### src/rtl/nano_cpu_pkg.sv
`default_nettype none
// ============================================================================
// Module      : nano_cpu_pkg
// Description : Shared widths, load funct3 encodings and scoreboard helper
//               for the nano-cpu pipeline.
// Revision    : 1.0 - initial release
// ============================================================================
package nano_cpu_pkg;

  localparam int XLEN      = 32;
  localparam int REG_IDX_W = 5;

  localparam logic [2:0] F3_LB  = 3'b000;
  localparam logic [2:0] F3_LH  = 3'b001;
  localparam logic [2:0] F3_LW  = 3'b010;
  localparam logic [2:0] F3_LBU = 3'b100;
  localparam logic [2:0] F3_LHU = 3'b101;

  // A register is busy while a load to it is outstanding or while its write
  // is sitting in the output register (not yet captured by the file).
  function automatic logic reg_busy(input logic [31:0]          pending,
                                    input logic                 out_valid,
                                    input logic [REG_IDX_W-1:0] out_sel,
                                    input logic [REG_IDX_W-1:0] idx);
    return pending[idx] | (out_valid && (out_sel == idx) && (idx != '0));
  endfunction

endpackage
`default_nettype wire

### src/rtl/load_align.sv
`default_nettype none
// ============================================================================
// Module      : load_align
// Description : Extracts the addressed byte/halfword from an aligned memory
//               word, sign/zero-extends it, and flags misaligned or illegal
//               load encodings.
// Revision    : 1.0 - initial release
// ============================================================================
module load_align
  import nano_cpu_pkg::*;
(
  input  logic [2:0]      funct3,
  input  logic [1:0]      addr_lo,
  input  logic [XLEN-1:0] data,
  output logic [XLEN-1:0] value,
  output logic            err
);

  logic [7:0]  w_byte;
  logic [15:0] w_half;

  assign w_byte = data[{addr_lo, 3'b000} +: 8];
  assign w_half = addr_lo[1] ? data[31:16] : data[15:0];

  // Format the selected lane by load type; anything unrecognised is an error.
  always_comb begin
    value = '0;
    err   = 1'b0;
    case (funct3)
      F3_LB:  value = {{24{w_byte[7]}}, w_byte};
      F3_LBU: value = {24'h0, w_byte};
      F3_LH: begin
        value = {{16{w_half[15]}}, w_half};
        err   = addr_lo[0];
      end
      F3_LHU: begin
        value = {16'h0, w_half};
        err   = addr_lo[0];
      end
      F3_LW: begin
        value = data;
        err   = (addr_lo != 2'b00);
      end
      default: err = 1'b1;
    endcase
  end

endmodule
`default_nettype wire

### src/rtl/writeback_stage.sv
`default_nettype none
// ============================================================================
// Module      : writeback_stage
// Description : Final pipeline stage. Arbitrates load responses over ALU
//               results, formats load data, registers one register-file
//               write per cycle and tracks outstanding loads for decode.
// Revision    : 1.0 - initial release
// ============================================================================
module writeback_stage
  import nano_cpu_pkg::*;
#(
  parameter int XLEN = 32
) (
  input  logic                 clk,
  input  logic                 rst,
  input  logic                 alu_valid,
  output logic                 alu_ready,
  input  logic [4:0]           alu_rd_select,
  input  logic [XLEN-1:0]      alu_result,
  input  logic                 ld_valid,
  output logic                 ld_ready,
  input  logic [4:0]           ld_rd_select,
  input  logic [2:0]           ld_funct3,
  input  logic [1:0]           ld_addr_lo,
  input  logic [XLEN-1:0]      ld_data,
  input  logic                 ld_issue_valid,
  input  logic [4:0]           ld_issue_rd,
  input  logic [4:0]           rs1_select,
  input  logic [4:0]           rs2_select,
  input  logic [4:0]           rd_select,
  output logic                 rs1_busy,
  output logic                 rs2_busy,
  output logic                 rd_busy,
  output logic                 ld_error,
  output logic                 reg_rd_valid,
  output logic [4:0]           reg_rd_select,
  output logic [XLEN-1:0]      reg_rd
);

  logic            w_ld_fire;
  logic            w_alu_fire;
  logic [XLEN-1:0] w_ld_value;
  logic            w_ld_err;
  logic            w_write;
  logic [4:0]      w_wr_sel;
  logic [XLEN-1:0] w_wr_data;
  logic [31:0]     w_pending_next;

  logic            r_valid;
  logic [4:0]      r_sel;
  logic [XLEN-1:0] r_data;
  logic            r_ld_error;
  logic [31:0]     r_pending;

  load_align u_load_align (
    .funct3  (ld_funct3),
    .addr_lo (ld_addr_lo),
    .data    (ld_data),
    .value   (w_ld_value),
    .err     (w_ld_err)
  );

  // Loads always win; the load path never back-pressures.
  assign ld_ready   = 1'b1;
  assign alu_ready  = !ld_valid;
  assign w_ld_fire  = ld_valid;
  assign w_alu_fire = alu_valid && !ld_valid;

  // Pick the winning transfer and decide whether it produces a write.
  always_comb begin
    w_wr_sel  = alu_rd_select;
    w_wr_data = alu_result;
    w_write   = 1'b0;
    if (w_ld_fire) begin
      w_wr_sel  = ld_rd_select;
      w_wr_data = w_ld_value;
      w_write   = (ld_rd_select != 5'd0) && !w_ld_err;
    end else if (w_alu_fire) begin
      w_write   = (alu_rd_select != 5'd0);
    end
  end

  // Retire clears the load's bit; a same-cycle issue to that index re-sets it.
  always_comb begin
    w_pending_next = r_pending;
    if (w_ld_fire) begin
      w_pending_next[ld_rd_select] = 1'b0;
    end
    if (ld_issue_valid && (ld_issue_rd != 5'd0)) begin
      w_pending_next[ld_issue_rd] = 1'b1;
    end
    w_pending_next[0] = 1'b0;
  end

  // Output register: index/data hold when no write is produced.
  always_ff @(posedge clk or negedge rst) begin
    if (!rst) begin
      r_valid    <= 1'b0;
      r_sel      <= '0;
      r_data     <= '0;
      r_ld_error <= 1'b0;
      r_pending  <= '0;
    end else begin
      r_valid    <= w_write;
      r_ld_error <= w_ld_fire && w_ld_err;
      r_pending  <= w_pending_next;
      if (w_write) begin
        r_sel  <= w_wr_sel;
        r_data <= w_wr_data;
      end
    end
  end

  assign reg_rd_valid  = r_valid;
  assign reg_rd_select = r_sel;
  assign reg_rd        = r_data;
  assign ld_error      = r_ld_error;

  assign rs1_busy = reg_busy(r_pending, r_valid, r_sel, rs1_select);
  assign rs2_busy = reg_busy(r_pending, r_valid, r_sel, rs2_select);
  assign rd_busy  = reg_busy(r_pending, r_valid, r_sel, rd_select);

endmodule
`default_nettype wire

### config.mk
export PLATFORM = sky130hd
export DESIGN_NAME = writeback_stage
export DESIGN_NICKNAME = d
export VERILOG_FILES = /design/src/rtl/nano_cpu_pkg.sv /design/src/rtl/load_align.sv /design/src/rtl/writeback_stage.sv
export SDC_FILE = /design/constraint.sdc
export NUM_CORES = 1
export LEC_CHECK = 0
export BUFFER_PORTS_ARGS = -buffer_cell sky130_fd_sc_hd__buf_2
export CORE_ASPECT_RATIO = 1.4
export CORE_UTILIZATION = 56
export DETAILED_ROUTE_END_ITERATION = 10
export PLACE_DENSITY = 0.95
export SETUP_SLACK_MARGIN = 0.4
export SYNTH_ARGS = -nofsm -noshare
export SYNTH_HDL_FRONTEND = slang
export SYNTH_SLANG_ARGS = --single-unit
### constraint.sdc
create_clock -name clk -period 6.1 [get_ports clk]
set_input_delay 1.525 -clock clk [delete_from_list [all_inputs] [get_ports clk]]
set_output_delay 1.525 -clock clk [all_outputs]
set_load 0.01 [all_outputs]
==> reports/qor.yml <==
status: "finished clean"
worst-endpoint-arrival_ps: 3150
met2WireLength_mm: 7.73
final_nets: 750
cts_buffer_depth: 2
synthFlopType: "dfrtp_1"
irDropWorstVdd_mv: 0.217
highest_layer: "met4"
initial_utilization_pct: 58.1
final_common_cell: "buf_2"
ys_ff_latch: 70
port-buffer-count: 146
final_cell_mix: "146 x buf_2, 73 x o21ai_0, 70 x dfrtp_1"
antenna_found_initial: 0
grt_usage_pct: 36.2
ys_types: 47
worstSetupPathType: "input port to primary output"
wl_met3_mm: 1.24
finalClockSkew_ps: 0
syn_inst: 523
synthSimpleGateAreaFrac_pct: 14.1
wire_per_inst_um: 20.2
antennaDiodeCount: 0
max_freq_mhz: 214
hpwl_mm: 11.4
muxShareOfSynthArea_pct: 15.9
grt-ovfl-total: 0
gp_congestion: 0.959
ant_nets: 0
slew_headroom_pct: 35.4
crit_path_max_fanout: 12
clk_latency_ps: 330
io_pins: 148
async_reset_ff_share_pct: 100
finalCriticalPeriod_ps: 4680
crit_required_ps: 4580
post-route-period-util_pct: 76.6
grt_pass1_vias: 4931
synth-compound-area-share_pct: 26.0
fillCellCount: 645
synth_nets: 627
power_leakage_nw: 2.52
cts-root-buf: "clkbuf_16"
drt_iter0_markers: 479
post_cts_buffers: 0
grt_pass1_wl_mm: 24.4
rsz0062_at_grt: "no"
synth_fa_ha_area_share_pct: 0
setup_viol: 0
numCtsBuffers: 9
drv_cap: 0
crit_path_end_kind: "primary output"
cts_tree: "done"
met1Wirelength_mm: 5.35
netlist_area_um2: 4760
worstHoldPathType: "flop to flop"
firstDrtPassIters: 6
cts.repair.resized: 0
register_area_um2: 1750
syn_area_per_cell_um2: 9.10
dieArea_um2: 8880
drv_slew: 0
fp.dieH_um: 111
startpoint_type: "input port"
synth-edff-count: 0
yosys_warnings: 0
multi_input_area_um2: 2780
synth_top_family_by_area: "compound AO/OA/AOI/OAI gates"
fp.coreArea_um2: 8200
wl_mm: 15.2
worstMarginPinSlew_ps: 967
ys_seq_area_share_pct: 36.8
layout-drive-gt1-share_pct: 33.8
synth-xor-area-share_pct: 2.21
hold_viol_final: 0
num_rows: 39
clk_pin_slew_ps: 60
cts_max_level: 3
drc: 0
fin_total_pwr_mw: 1.64
fin_setup_tns_ps: 0
fp.dieW_um: 79.9
vias_per_cell: 6.54
pwr_density_cell_nw_per_um2: 283
vias: 4925
clkSinkCount: 70
cts_hold_buf: 0
area_growth_syn_to_layout_pct: 21.7
grt_max_degree: 71
[synth_stat cells, types with 4 or more instances]
| cell | n | area, µm² |
|---|---|---|
| buf_1 | 8 | 30.0 |
| o21ai_0 | 73 | 365 |
| mux2_2 | 11 | 124 |
| o21a_1 | 8 | 60.1 |
| a31oi_1 | 8 | 50.1 |
| or3b_2 | 6 | 52.6 |
| nor2_1 | 41 | 154 |
| o32ai_1 | 6 | 52.6 |
| a22oi_1 | 7 | 52.6 |
| mux4_2 | 14 | 315 |
| dfrtp_1 | 70 | 1750 |
| a222oi_1 | 4 | 40.0 |
| a21oi_1 | 43 | 215 |
| nand2_1 | 36 | 135 |
| nand4_1 | 6 | 37.5 |
| inv_1 | 14 | 52.6 |
| nor3_1 | 6 | 30.0 |
| o221ai_1 | 8 | 70.1 |
| xor2_1 | 9 | 78.8 |
| o2111ai_1 | 4 | 35.0 |
| buf_2 | 10 | 50.1 |
| mux2i_1 | 29 | 290 |
| clkbuf_1 | 18 | 67.6 |
| nor2b_1 | 7 | 43.8 |
| a21oi_2 | 20 | 175 |
| nand3_1 | 6 | 30.0 |
| nand3b_1 | 13 | 97.6 |
[critical path: stages]
cell and delay (ps):
buf_2 250, mux4_2 530, or3b_2 440, nand4_1 120
o221ai_1 130, buf_2 160
[sequential cells by signal (all words and copies together), names as in the netlist]
register	count
ld_error	1
r_pending	31
reg_rd_valid	1
reg_rd	32
reg_rd_select	5
[layout make-up]
class | instances | area share [%]
Sequential cell | 70 | 30.2
Clock inverter | 4 | 0.778
Inverter | 14 | 0.907
Timing Repair Buffer | 152 | 13.4
Multi-Input combinational cell | 399 | 48.1
Tap cell | 102 | 2.20
Clock buffer | 12 | 4.43
[power by group]
part / internal (mW) / total, mW / switching [mW]
Combinational: 0.210 / 0.454 / 0.244
Clock: 0.337 / 0.536 / 0.199
Sequential: 0.557 / 0.649 / 0.0923
[worst paths after layout]
path | slack, ps | from | cells after the start | end
setup / recovery | 1420 | rs1_select[0] | 6 | rs1_busy
hold / removal | 480 | reg_rd[4] | 1 | reg_rd[4]
setup reg to reg | 5280 | reg_rd_select[3] | 2 | reg_rd_select[3]
hold reg to reg | 480 | reg_rd[4] | 1 | reg_rd[4]
max in group asynchronous | 4120 | rst | 2 | reg_rd_select[0]
min in group asynchronous | 1390 | rst | 2 | reg_rd[6]
[metal layers]
layer  GRT usage, %  up-vias
met5              0        -
met3           10.2       83
li1               -     2198
met2           62.6      309
met4           20.8        0
met1           38.3     2335
[cells by family (layout without fill, tap and decap cells)]
group / after synthesis / after routing
simple gates: 134 / 134
mux: 56 / 56
flops: 70 / 70
compound gates: 196 / 196
xor+xnor: 12 / 12
other cells: 1 / 1
buf+inv: 54 / 182
[metrics by stage]
stage	cell area [µm²]	utilization (%)	instances	hold WS, ps	setup slack (ps)
final	5790	70.7	753	482	1420
after global routing	5790	70.7	753	500	1360
after CTS	5790	70.7	753	487	1430
after detailed placement	5490	67.0	737	474	1430
after global placement	5490	67.0	737	473	1450
after floorplan	4760	-	523	497	1760
(Power assumes the default switching activity.)
